## config.mk

```make
export PLATFORM = sky130hd
export DESIGN_NAME = key_schedule_seq
export DESIGN_NICKNAME = d
export VERILOG_FILES = /design/src/rtl/csa_pkg.sv /design/src/rtl/key_perm.sv /design/src/rtl/key_schedule_seq.sv
export SDC_FILE = /design/constraint.sdc
export NUM_CORES = 1
export LEC_CHECK = 0
export BUFFER_PORTS_ARGS = -buffer_cell sky130_fd_sc_hd__buf_2
export CORE_AREA = 2 2 228 230
export CTS_BUF_LIST = sky130_fd_sc_hd__clkbuf_4
export DETAILED_ROUTE_END_ITERATION = 10
export DIE_AREA = 0 0 230 232
export GPL_ROUTABILITY_DRIVEN = 0
export HOLD_SLACK_MARGIN = 0.03
export PLACE_DENSITY_LB_ADDON = 0.3
export SKIP_LAST_GASP = 1
export SYNTH_ARGS = -nofsm -noshare
export SYNTH_HDL_FRONTEND = slang
export SYNTH_HIERARCHICAL = 1
export SYNTH_SLANG_ARGS = --single-unit
```

## constraint.sdc

```tcl
create_clock -name clk -period 1.9 [get_ports clk]
set_input_delay 0.19 -clock clk [delete_from_list [all_inputs] [get_ports clk]]
set_output_delay 0.19 -clock clk [all_outputs]
set_load 0.02 [all_outputs]
```

## src/rtl/csa_pkg.sv

```systemverilog
// Shared definitions for the CSA key-schedule blocks: key width, schedule
// states and the per-round index constant.
package csa_pkg;

  localparam int CSA_KEY_W = 64;

  typedef enum logic [1:0] {
    IDLE,
    GEN,
    DONE
  } ks_state_t;

  // Round index byte replicated across the whole key.
  function automatic logic [CSA_KEY_W-1:0] idx_const(input logic [7:0] i);
    return {8{i}};
  endfunction

endpackage

```

## src/rtl/key_perm.sv

```systemverilog
// CSA key-schedule bit permutation: input bit i moves to output bit DST[i].
// Purely combinational, no state.
module key_perm
  import csa_pkg::*;
(
  input  logic [CSA_KEY_W-1:0] key_in,
  output logic [CSA_KEY_W-1:0] key_out
);

  // Zero-based destination of each input bit.
  localparam logic [5:0] DST [CSA_KEY_W] = '{
    6'd17, 6'd35, 6'd8,  6'd6,  6'd41, 6'd48, 6'd28, 6'd20,
    6'd27, 6'd53, 6'd61, 6'd49, 6'd18, 6'd32, 6'd58, 6'd63,
    6'd23, 6'd19, 6'd36, 6'd38, 6'd1,  6'd52, 6'd26, 6'd0,
    6'd33, 6'd3,  6'd12, 6'd13, 6'd56, 6'd39, 6'd25, 6'd40,
    6'd50, 6'd34, 6'd51, 6'd11, 6'd21, 6'd47, 6'd29, 6'd57,
    6'd44, 6'd30, 6'd7,  6'd24, 6'd22, 6'd46, 6'd60, 6'd16,
    6'd59, 6'd4,  6'd55, 6'd42, 6'd10, 6'd5,  6'd9,  6'd43,
    6'd31, 6'd62, 6'd45, 6'd14, 6'd2,  6'd37, 6'd15, 6'd54
  };

  always_comb begin
    key_out = '0;
    for (int i = 0; i < CSA_KEY_W; i++) begin
      key_out[DST[i]] = key_in[i];
    end
  end

endmodule

```

## src/rtl/key_schedule_seq.sv

```systemverilog
// Sequential CSA key schedule: one key_perm step per accepted stream key,
// keys streamed from index ROUNDS-1 down to 0 and collected into key_all.
module key_schedule_seq
  import csa_pkg::*;
#(
  parameter  int ROUNDS = 7,
  localparam int CNT_W  = $clog2(ROUNDS)
) (
  input  logic                          clk,
  input  logic                          rst_n,
  input  logic [CSA_KEY_W-1:0]          cw,
  input  logic                          cw_valid,
  output logic                          cw_ready,
  input  logic                          abort,
  output logic [CSA_KEY_W-1:0]          k_data,
  output logic [CNT_W-1:0]              k_idx,
  output logic                          k_valid,
  input  logic                          k_ready,
  output logic [ROUNDS*CSA_KEY_W-1:0]   key_all,
  output logic                          key_all_vld,
  output logic                          busy
);

  ks_state_t              state;
  ks_state_t              state_nxt;
  logic [CSA_KEY_W-1:0]   perm_reg;
  logic [CSA_KEY_W-1:0]   perm_next;
  logic [CNT_W-1:0]       idx;
  logic [CSA_KEY_W-1:0]   key_mem [ROUNDS];
  logic                   accept;
  logic                   hs;

  key_perm u_perm (
    .key_in  (perm_reg),
    .key_out (perm_next)
  );

  assign k_data = perm_reg ^ idx_const(8'(idx));
  assign k_idx  = idx;

  // Abort overrides everything, so it also masks cw_ready and k_valid so
  // that no handshake is reported in a cycle that is being cancelled.
  always_comb begin
    state_nxt = state;
    cw_ready  = 1'b0;
    k_valid   = 1'b0;
    busy      = 1'b0;
    accept    = 1'b0;
    hs        = 1'b0;
    case (state)
      IDLE, DONE: begin
        cw_ready = !abort;
        accept   = cw_valid && cw_ready;
        if (accept) state_nxt = GEN;
      end
      GEN: begin
        busy    = 1'b1;
        k_valid = !abort;
        hs      = k_valid && k_ready;
        if (hs && idx == '0) state_nxt = DONE;
      end
      default: state_nxt = IDLE;
    endcase
    if (abort) state_nxt = IDLE;
  end

  always_ff @(posedge clk or negedge rst_n) begin
    if (!rst_n) begin
      state       <= IDLE;
      perm_reg    <= '0;
      idx         <= '0;
      key_all_vld <= 1'b0;
    end else begin
      state <= state_nxt;
      if (abort) begin
        key_all_vld <= 1'b0;
      end else if (accept) begin
        perm_reg    <= cw;
        idx         <= CNT_W'(ROUNDS - 1);
        key_all_vld <= 1'b0;
      end else if (hs) begin
        perm_reg <= perm_next;
        if (idx == '0) key_all_vld <= 1'b1;
        else           idx         <= idx - CNT_W'(1);
      end
    end
  end

  // Slots are written in place as each key is handed downstream.
  always_ff @(posedge clk or negedge rst_n) begin
    if (!rst_n) begin
      for (int i = 0; i < ROUNDS; i++) key_mem[i] <= '0;
    end else if (hs) begin
      key_mem[idx] <= k_data;
    end
  end

  for (genvar g = 0; g < ROUNDS; g++) begin : g_key_all
    assign key_all[g*CSA_KEY_W +: CSA_KEY_W] = key_mem[g];
  end

endmodule

```

* Word-level counts from Yosys, hierarchy flattened
Index checks and enable logic that the tools add are counted.
** Storage, ports and cells
- Register bits :: 518
- Input port bits :: 69
** Cells by class
- Add/sub/neg operators :: 1
- $lt $le $gt $ge :: 2
- Equality and inequality tests :: 5
- Muxes and demuxes :: 21
- Bitwise logic cells :: 3
- Reduce and logical (&&, ||, !) cells :: 15
** Operator list (number)
- bitwise mux 448 bit :: 1
- demux 64 bit (select 3 bit) :: 1
- two-way mux 64 bit :: 3
- bitwise XOR 64 x 59 -> 64 bit :: 1
- two-way mux 1 bit :: 9
- two-way mux 3 bit :: 3
- two-way mux 2 bit :: 3
- != test 3 bit, second input constant :: 2
- AND reduction 2 bit :: 3
- nonzero test 3 bit :: 2
- greater-or-equal comparator 4 bit, second input constant :: 1
- logical AND 1 bit :: 4
- < comparator 4 x 1 -> 1 bit, second input constant :: 1
- inverter 3 -> 4 bit :: 1
- one-hot mux 2 bit (2 select lines) :: 1
- zero test 3 bit :: 1
- AND reduction 3 bit :: 1
- subtractor 3 x 1 -> 3 bit, second input constant :: 1
- equality test 2 x 1 -> 1 bit, second input constant :: 1
- equality test 2 bit, second input constant :: 1
- zero test 2 bit :: 1
- != test 2 bit, second input constant :: 1
- nonzero test 2 bit :: 1
- OR reduction 2 bit :: 1
- 2 further kinds :: 2

* Longest topological paths before layout
Gate-level depths: netlist of the first run.
- Word-level depth :: 6
- Mapped depth :: 7

* Cells and area by module
The synthesis of the first run kept the hierarchy.
** Modules (own cells, without submodules)
- key_schedule_seq :: times used 1, cells each 1359, area an instance 20871.3 µm²
- key_perm :: times used 1, cells each 64, area an instance 480.5 µm²

* Least setup slack after synthesis of the first run
No wires, ideal clock.
- Path type :: reg-to-reg
- Start :: register state[0]
- End :: register perm_reg[45]
- Arrival time :: 1801 ps
- Setup slack :: -26 ps
- Cell stages (with the launch flop) :: 7
- Path through :: dfrtp_1 -> clkbuf_2 -> nor3b_2 -> buf_2 -> buf_2 -> mux2_2 -> mux2_2
** Between the ends
- Longest elaborated chain between the ends :: 5
** RTL lines
- start, declared :: line key_schedule_seq.sv:24 : ks_state_t state;
- start signal, assigned :: line key_schedule_seq.sv:74 : state <= state_nxt;
- equality test 2 bit or zero test 2 bit (tied branches) :: line key_schedule_seq.sv:50 : case (state)
- OR reduction 2 bit :: line key_schedule_seq.sv:50
- two-way mux 1 bit :: line key_schedule_seq.sv:50
- nonzero test 2 bit (no source line)
- AND reduction 2 bit (no source line)
- end signal, assigned :: line key_schedule_seq.sv:78 : perm_reg <= cw;
- end signal, assigned :: line key_schedule_seq.sv:82 : perm_reg <= perm_next;
- end, declared :: line key_schedule_seq.sv:26 : logic [CSA_KEY_W-1:0] perm_reg;
Parallel ways exist; a longest one is shown, timed or not.
A chain may end at the register's enable or synchronous reset.

* Worst setup path after layout of the first run
- Start :: register state[1]
- End :: register key_mem, in the netlist key_all[48]
** Between the ends
- Longest elaborated chain between the ends :: 2
** RTL lines
- equality test 2 x 1 -> 1 bit :: line key_schedule_seq.sv:50
- two-way mux 1 bit :: line key_schedule_seq.sv:50
- end signal, assigned by index :: line key_schedule_seq.sv:94 : key_mem[idx] <= k_data;
- end, declared :: line key_schedule_seq.sv:29 : logic [CSA_KEY_W-1:0] key_mem [ROUNDS];
No other way between the ends.

==> flow_summary.ini, run 1 <==
[status]
status = complete, but fails checks
violations = negative setup slack

[yosys]
syn_inst = 1423
synth_edf_count = 0
synth_warnings = 6
ys_seq_elements = 518
ys_seq_area_share_pct = 60.7
ys_types = 34
ys_top_cells_by_area = dfrtp_1 (61%), mux2_2 (26%), buf_4 (3.8%)
post-synth-top-count-cell = dfrtp_1
yosysTopAreaCell = dfrtp_1
yosysTopAreaCellShare_pct = 60.7
syn_area_per_cell_sq_um = 15.0
synthFlopType = dfrtp_1
synthesis.nets = 1494
async_flop_share_pct = 100
syn_area_sq_um = 21400
yosys-top-cells-count = dfrtp_1 (518), mux2_2 (496), buf_4 (107), inv_1 (74), mux2i_1 (72)

[flow_run]
cap_violations = 0

[sta]
max_freq_mhz = 451
setup_viol = 488
setup_ws_ns = -0.317
report.final.slew_viol_count = 0
slew_headroom_pct = 62.8
timing.hold.ws_ns = 0.125
finalHoldViolCount = 0
clock_skew_ns = 0.0506
tightest_slew_ns = 0.558
finalCritPeriodShare_pct = 117
rsz0062_at_grt = yes
period_needed_ns = 2.22

[setup_path]
cp-start-kind = flip-flop
rr_startpoint = state[1]
worstPathRequired_ns = 2.76
startpoint = state[1]
criticalPathCategory = flip-flop to flip-flop
reg2reg_slack_ns = -0.32
worstPathArrival_ns = 3.08
rr_endpoint = key_all[48]
end_kind = flip-flop
path_max_fanout = 7
worstRegToRegCells = 8

[cells_and_area]
fin_nets = 2400
drive_gt1_share_pct = 68.9
area_growth_pct = 49.7
largest_register_ffs = 448
fillers = 3877
multiInputGateArea_sq_um = 8050
regArea_sq_um = 13000
final_area_sq_um = 32000

[placement]
io_buffers = 587
dpl.hpwl_mm = 46.4
dp_slack_ns = -0.192
dpl_cell_area_sq_um = 24800

[die]
core.rowCount = 83
ios = 588
die_h_microns = 232
start_util_pct = 42.0
dieArea_sq_um = 53400
core_area_sq_um = 50900
die_x_microns = 230

[grt]
grt_first_pass_wirelength_mm = 109
overflow = 0
grt_max_degree = 100
antenna_found_initial = 6
track_usage_pct = 28.4
grt_pass1_vias = 15895

[min_path]
hold_path_depth = 4
min_path_type = input pin to flip-flop
min_from = cw[11]
worstHoldEndpoint = perm_reg[11]

[drt]
antenna_left = 0
drc = 0
drt_iter0_drc = 891
firstDrtPassIters = 5
wl_per_cell_microns = 28.1
vias = 15825
vias_per_cell = 5.10
wl_mm = 87.2

[clock_network]
cts_sinks = 518
cts_tree = built
root_buffer = clkbuf_4
cts_buffers = 138
insertion_delay_ns = 1.01
cts.reportedPaths.clkPinSlew_ns = 0.06
ctsLongestPathBuffers = 3
h-tree-depth = 4

[power_and_ir_drop]
powerDensity_nw_per_um2 = 1400
p_leak_nw = 17.2
ir_worst_vdd_mv = 0.886
stage by stage:
step	std cells	setup TNS, ns	power, mW	utilization, %
2_1_floorplan	1423	0	25.0	-
3_3_place_gp	2568	-10.18	30.0	48.7
3_5_place_dp	2568	-10.10	30.2	48.7
4_1_cts	2997	-24.22	43.3	57.5
5_1_grt	3099	-82.16	46.6	62.8
6_report	3100	-58.33	44.8	62.8
layout make-up:
class	count	share of cell area, %
diodes	5	0.0391
inverters	74	0.881
flip-flops and latches	518	40.8
clock buffers	200	4.70
well taps	680	2.66
repair buffers	962	25.0
clock inverters	26	0.759
multi-input cells	635	25.2
how the worst max path moves through the flow:
stage | end | slack (ns) | cells after the start
CTS | k_data[48] | -0.30 | 3
floorplan | key_all[16] | 0.002 | 4
global route | key_all[5] | -0.34 | 8
global placement | key_all[81] | -0.22 | 6
finish | key_all[48] | -0.32 | 8
detailed placement | key_all[117] | -0.19 | 6
per-layer routing:
metal  GRT usage (%)  up-vias  wire length [microns]
met5               0        -                     11
li1                -     6634                      -
met1            35.1     8302                  35600
met3            7.56      148                   5750
met4            10.8        2                   3120
met2            47.7      739                  42800
power by group:
| group | internal, mW | switching (mW) |
|---|---|---|
| sequential | 14.0 | 2.57 |
| combinational | 7.85 | 10.3 |
| clock | 5.46 | 4.69 |
logic make-up after synthesis:
group,count (synthesis),share of synthesized area [%]
muxes,576,30.0
DFF,518,60.7
buffers and inverters,270,7.14
xor gates and xnor gates,24,0.984
and+or+nand+nor,24,0.797
AOI/OAI and AO/OA,9,0.293
adders and majority gates,2,0.117
repair_timing:
item / CTS / global route
endpoints found under the hold margin: 588 / 0
resized for setup: 228 / 352
pin swaps: 6 / 8
buffers inserted: 95 / 64
setup endpoints to repair: 168 / 494
cloned: 11 / 48
hold buffers: 100 / 0
cell usage in the layout, fill, tap and decap left out, types with 5 or more instances in the layout:
cell type,count
mux2_4,266
mux2i_1,71
buf_2,531
clkbuf_16,31
bufinv_16,5
dlygate4sd3_1,99
buf_6,79
clkinv_1,14
xor2_1,11
diode_2,5
mux2_2,238
inv_1,73
buf_16,13
buf_8,10
dfrtp_2,57
clkbuf_4,200
buf_12,53
buf_4,146
dfrtp_1,459
xor2_2,12
worst max-delay path, stage by stage, from the launching register on:
cell and delay (ns):
dfrtp_1 0.43, nand4bb_1 0.21, buf_6 0.16, buf_6 0.12, nor4_4 0.33, buf_6 0.27, buf_12 0.14, buf_12 0.14
mux2_4 0.30
(Power assumes the default switching activity.)
==> inputs of run 2 (changes only) <==
ABC_AREA = 1   (was default)
CORE_AREA = default   (was 2 2 228 230)
CORE_UTILIZATION = 45   (was default)
DIE_AREA = default   (was 0 0 230 232)
SKIP_CTS_REPAIR_TIMING = 1   (was default)
==> run 2 against run 1 <==
Net effect:
- global-route usage rose by 4.7 points
- synthesized cell count up 90%
- combinational power shrank 16%
- maximum frequency down 0.78%
- critical path depth is 4 lower
- the flow still finishes with violations (negative setup slack)
- die area is 3.8% lower
- clock power is 4% lower
- core utilization fell by 3.2 points
- register-to-register slack better by 0.38 ns
- first-iteration DRC count rose to 2.8 times the previous value
==> flow_summary.ini, run 2 <==
[yosys]
synth_edf_count = 0
async_flop_share_pct = 100
ys_seq_elements = 518
synthFlopType = dfrtp_1
yosysTopAreaCell = dfrtp_1
ys_top_cells_by_area = dfrtp_1 (57%), nand2_1 (19%), nand3_1 (13%)
syn_area_sq_um = 22700
yosysTopAreaCellShare_pct = 57.1
synth_warnings = 6
synthesis.nets = 2781
yosys-top-cells-count = nand2_1 (1177), nand3_1 (582), dfrtp_1 (518), buf_2 (163), buf_4 (107)
ys_types = 17
post-synth-top-count-cell = nand2_1
ys_seq_area_share_pct = 57.1
syn_inst = 2710
syn_area_per_cell_sq_um = 8.37

[placement]
placed_cells = 3706
dpl_cell_area_sq_um = 25800
dpl.hpwl_mm = 57.3
dp_slack_ns = 0.260
io_buffers = 587

[setup_path]
rr_startpoint = k_idx[0]
rr_endpoint = key_all[445]
cp-start-kind = flip-flop
crit_chain = buf_12 > buf_8 > xor2_1 > buf_4
path_max_fanout = 7
critPathTopFamily = buffers and inverters
reg2reg_slack_ns = 0.06
crit_buf_inv = 3
worstRegToRegCells = 7
slowest_delay_ns = 0.43
crit_path_top_delay_cell = dfrtp_1
end_kind = output pin
startpoint = k_idx[0]
worstPathRequired_ns = 1.71
criticalPathCategory = flip-flop to output pin
worstPathArrival_ns = 2.04

[power_and_ir_drop]
ir_worst_vdd_mv = 1.14
powerDensity_nw_per_um2 = 1410
p_leak_nw = 17.7

[cells_and_area]
drive_gt1_share_pct = 31.6
largest_register_ffs = 448
multiInputGateArea_sq_um = 7910
layout_commonest_cell = nand2_1
layout_common_cells = nand2_1 (1169), nand3_1 (582), buf_2 (550)
area_growth_pct = 29.7
fillers = 4349
instances_no_fill = 4119
fin_nets = 3427
regArea_sq_um = 13000
final_area_sq_um = 29400
finish.utilization_pct = 59.6

[sta]
tns_ns = -6.22
setup_viol = 29
finalHoldViolCount = 0
rsz0062_at_grt = yes
clock_skew_ns = 0.0509
period_needed_ns = 2.23
slew_headroom_pct = 60.8
setup_ws_ns = -0.335
max_freq_mhz = 448
report.final.slew_viol_count = 0
finalCritPeriodShare_pct = 118
tightest_slew_ns = 0.589

[clock_network]
cts_buffers = 139
h-tree-depth = 4
ctsLongestPathBuffers = 3
insertion_delay_ns = 1.00
cts.reportedPaths.clkPinSlew_ns = 0.07
root_buffer = clkbuf_4
cts_tree = built
cts_sinks = 518

[die]
die_h_microns = 227
ios = 588
start_util_pct = 46.0
die_x_microns = 227
dieArea_sq_um = 51300
core_area_sq_um = 49400
core.rowCount = 81

[min_path]
worstHoldEndpoint = perm_reg[47]
min_from = cw[47]
min_path_type = input pin to flip-flop
hold_path_depth = 6

[status]
violations = negative setup slack
status = complete, but fails checks

[flow_run]
cap_violations = 0

[drt]
vias_per_cell = 5.41
vias = 22294
firstDrtPassIters = 6
drc = 0
wl_mm = 89.0
antenna_left = 0
drt_iter0_drc = 2469
wl_per_cell_microns = 21.6

[grt]
overflow = 0
antenna_found_initial = 3
grt_first_pass_wirelength_mm = 126
grt_pass1_vias = 20471
track_usage_pct = 33.1
grt_max_degree = 100
-- run 2: cell count changes in the layout (fill, tap and decap cells not counted), moves of 17 or more --
cell / delta
mux2_2: -238
mux2_4: -266
buf_12: -17
nand2_1: +1166
clkbuf_16: -28
buf_2: +19
nand3_1: +582
buf_4: +32
inv_1: -43
dlygate4sd3_1: -30
buf_6: -61
mux2i_1: -71
-- run 2: area by class of cell --
type,count,share of cell area (%)
antenna,5,0.0425
clock buffer,200,5.10
clock inverter,35,0.591
inverter,35,0.455
multi-input combinational,1804,26.9
sequential,518,44.3
tap,664,2.82
timing repair buffer,858,19.8
-- run 2: where the power goes --
group	internal, mW	leakage (nW)	switching [mW]
sequential	13.7	6.97	2.69
clock	4.95	1.01	4.81
combinational	5.20	9.74	10.0
total	23.9	17.7	17.5
-- run 2: worst register-to-register path, cell delays in order, from the launching register on --
cell,delay [ns]
dfrtp_1,0.43
buf_12,0.18
buf_4,0.15
buf_4,0.14
nor2_4,0.19
buf_4,0.43
nand3_1,0.16
nand2_1,0.09
-- run 2: kinds of logic (layout without fill, tap and decap cells) --
logic type,Yosys count,in the layout,synth area share (%)
and+or+nand+nor,1776,1776,32.7
AOI/OAI and AO/OA,2,2,0.0441
other,0,5,0
xor gates and xnor gates,24,24,0.927
DFF,518,518,57.1
adders and majority gates,2,2,0.110
buffers and inverters,388,1128,9.09
-- run 2: worst max-delay path by stage --
stage / to / depth (start not counted)
2_1_floorplan: key_all[387] / 7
4_1_cts: k_data[8] / 4
3_3_place_gp: key_all[42] / 5
6_report: k_data[0] / 4
3_5_place_dp: key_all[277] / 6
5_1_grt: k_data[0] / 4
-- run 2: layer usage --
| layer | vias up | track usage [%] | share of wire, % |
|---|---|---|---|
| met3 | 228 | 10.1 | 10 |
| met2 | 1398 | 51.3 | 47 |
| li1 | 9810 | - | - |
| met4 | 2 | 15.8 | 3.7 |
| met5 | - | 0 | 0.017 |
| met1 | 10856 | 42.3 | 39 |
-- run 2: stage by stage --
step | power (mW) | hold slack [ns]
2_1_floorplan | 24.3 | -0.106
3_3_place_gp | 29.4 | 0.101
3_5_place_dp | 29.7 | 0.106
4_1_cts | 39.4 | -0.971
5_1_grt | 43.3 | 0.0818
6_report | 41.4 | 0.102
==> inputs of run 3 (changes only) <==
BUFFER_PORTS_ARGS = default   (was -buffer_cell sky130_fd_sc_hd__buf_2)
CORE_AREA = 2 2 230 232   (was default)
CORE_UTILIZATION = default   (was 45)
DIE_AREA = 0 0 232 234   (was default)
DONT_BUFFER_PORTS = 1   (was default)
SYNTH_HIERARCHICAL = default   (was 1)
==> run 3 against run 2 <==
Net effect:
- the flow finishes with violations (negative hold slack, max-slew violations, negative setup slack)
- synthesized cell count decreased by 7.7%
- sequential share of layout area up 4.4 points
- combinational power is 45% lower
- sequential power rose by 26%
- maximum frequency rose by 3.0%
- design area shrank 9.0%
- hold slack lost 1.2 ns
- final cell count is 16% lower
- critical endpoint is now k_data[34]
- core utilization is 8.2 points lower
==> flow_summary.ini, run 3 <==
[status]
status = complete, but fails checks
violations = negative hold slack, max-slew violations, negative setup slack

[sta]
setup_ws_ns = -0.269
setup_viol = 28
period_needed_ns = 2.17
max_freq_mhz = 461
slew_headroom_pct = -6.70
tightest_slew_ns = 1.60
clock_skew_ns = 0.0715
rsz0062_at_grt = yes
finalCritPeriodShare_pct = 114
timing.hold.ws_ns = -1.09
report.final.slew_viol_count = 80
finalHoldViolCount = 518

[yosys]
ys_top_cells_by_area = dfrtp_1 (60%), nand2_1 (18%), nand3_1 (13%)
synthFlopType = dfrtp_1
synth_xor_area_share_pct = 0.970
yosysTopAreaCellShare_pct = 59.8
synth_warnings = 0
synthMuxAreaShare_pct = 0
ys_seq_area_share_pct = 59.8
synth_compound_area_share_pct = 0.0750
syn_area_sq_um = 21700
synthesis.nets = 2573
ys_seq_elements = 518
synth_top_family_by_area = simple AND/OR/NAND/NOR gates
yosys.area_share.simple_pct = 31.9
post-synth-top-count-cell = nand2_1
ys_types = 18
syn_inst = 2502
yosysTopAreaCell = dfrtp_1
yosys-top-cells-count = nand2_1 (1044), nand3_1 (582), dfrtp_1 (518), buf_2 (147), clkbuf_1 (79)
async_flop_share_pct = 100
syn_area_per_cell_sq_um = 8.66
synth_edf_count = 0
yosys.area_share.adder_pct = 0.115

[die]
die_x_microns = 232
die_h_microns = 234
dieArea_sq_um = 54300
ios = 588
core.rowCount = 84
core_area_sq_um = 52000
start_util_pct = 41.7

[power_and_ir_drop]
power.total_mw = 39.6
p_comb_share_pct = 21.2
internal-power_mw = 22.7
p_sw_share_pct = 42.6
ir_worst_vdd_mv = 0.753
p_sw_mw = 16.9
p_clk_share_pct = 26.6
p_leak_nw = 14.2
powerDensity_nw_per_um2 = 1480
seqPwrFrac_pct = 52.2

[cells_and_area]
layout_commonest_cell = nand2_1
layout_common_cells = nand2_1 (1038), nand3_1 (582), dfrtp_1 (465)
drive_gt1_share_pct = 17.8
finish.utilization_pct = 51.5
largest_register_ffs = 448
area_growth_pct = 23.5
fin_nets = 2742

[drt]
firstDrtPassIters = 6
drc = 0
routed-wl-met2_mm = 41.4
drt_iter0_drc = 1827
vias_per_cell = 5.50
antenna_left = 0
wl_mm = 84.9
highest-signal-layer = met4
wl_per_cell_microns = 24.4
met1_length_mm = 32.0
vias = 19116
route.met3.wl_mm = 8.94

[setup_path]
worstPathArrival_ns = 1.98
cp-start-kind = flip-flop
path_max_fanout = 8
end_kind = output pin
worstPathRequired_ns = 1.71
worstRegToRegCells = 8
criticalPathCategory = flip-flop to output pin

[clock_network]
root_buffer = clkbuf_4
insertion_delay_ns = 1.01
cts_sinks = 518
cts_tree = built
cts_buffers = 142
cts.reportedPaths.clkPinSlew_ns = 0.07
ctsLongestPathBuffers = 3
h-tree-depth = 4

[grt]
grt_first_pass_wirelength_mm = 119
grt_max_degree = 519
grt_pass1_vias = 17878
overflow = 0
track_usage_pct = 30.0
antenna_found_initial = 3

[placement]
io_buffers = 0
dpl.hpwl_mm = 52.9

[flow_run]
cap_violations = 0

[min_path]
min_path_type = input pin to asynchronous set/reset pin
run 3: changes by cell type after synthesis, sizes merged, moves of 2 or more:
| cell | before | now |
|---|---|---|
| a21oi | 2 | 0 |
| o21ai | 0 | 2 |
| nand2 | 1180 | 1048 |
| clkbuf | 82 | 79 |
| buf | 271 | 196 |
run 3: path summary, 6_finish.rpt:
check	from	endpoint	slack [ns]
setup / recovery	k_idx[2]	k_data[34]	-0.27
hold / removal	rst_n	key_all[91]	-1.09
setup reg to reg	state[1]	key_all[233]	0.03
hold reg to reg	perm_reg[13]	perm_reg[13]	0.55
max in group asynchronous	rst_n	perm_reg[47]	1.49
min in group clk	cw_valid	state[1]	0.09
run 3: power groups by stage:
stage / sequential (mW) / combinational (mW) / clock, mW
2_1_floorplan: 18.6 / 5.10 / 0
3_3_place_gp: 20.9 / 6.46 / 0
3_5_place_dp: 20.9 / 6.65 / 0
4_1_cts: 20.7 / 6.66 / 10.8
5_1_grt: 20.9 / 9.15 / 11.4
6_report: 20.7 / 8.39 / 10.5
run 3: cell families (layout without fill, tap and decap cells):
group | after synthesis | after routing
XOR/XNOR | 24 | 24
adder cells (fa/ha/maj) | 2 | 2
other | 0 | 6
flip-flops | 518 | 518
AO/OA/AOI/OAI | 3 | 3
AND/OR/NAND/NOR | 1644 | 1644
buffers and inverters | 311 | 588
run 3: stage by stage:
step / hold slack, ns / setup slack, ns / area [sq um] / TNS, ns / std cells
after floorplan: -0.106 / 0.408 / 21700 / 0 / 2502
after global placement: -0.0928 / 0.264 / 22500 / 0 / 3036
after detailed placement: -0.0953 / 0.231 / 22500 / 0 / 3036
after CTS: -1.23 / -0.748 / 24300 / -21.99 / 3288
after global routing: -1.19 / -0.377 / 26800 / -9.34 / 3473
final: -1.09 / -0.269 / 26800 / -5.22 / 3473
run 3: area by class of cell:
cell class,instances,area (sq um)
clock inverters,45,307
clock buffers,207,1550
repair buffers,300,3140
fillers,4748,25300
well taps,688,861
inverters,36,136
multi-input cells,1673,7710
flip-flops and latches,518,13000
diodes,6,15.0
run 3: critical path: stages (launching register included):
cell,delay [ns]
dfrtp_2,0.45
buf_12,0.19
xor2_4,0.24
buf_6,0.15
run 3: metal layers:
layer / GRT usage, % / vias to the layer above
met1: 36.7 / 9491
met3: 11.3 / 173
li1: - / 8319
met4: 12.4 / 0
met5: 0 / -
met2: 47.8 / 1133
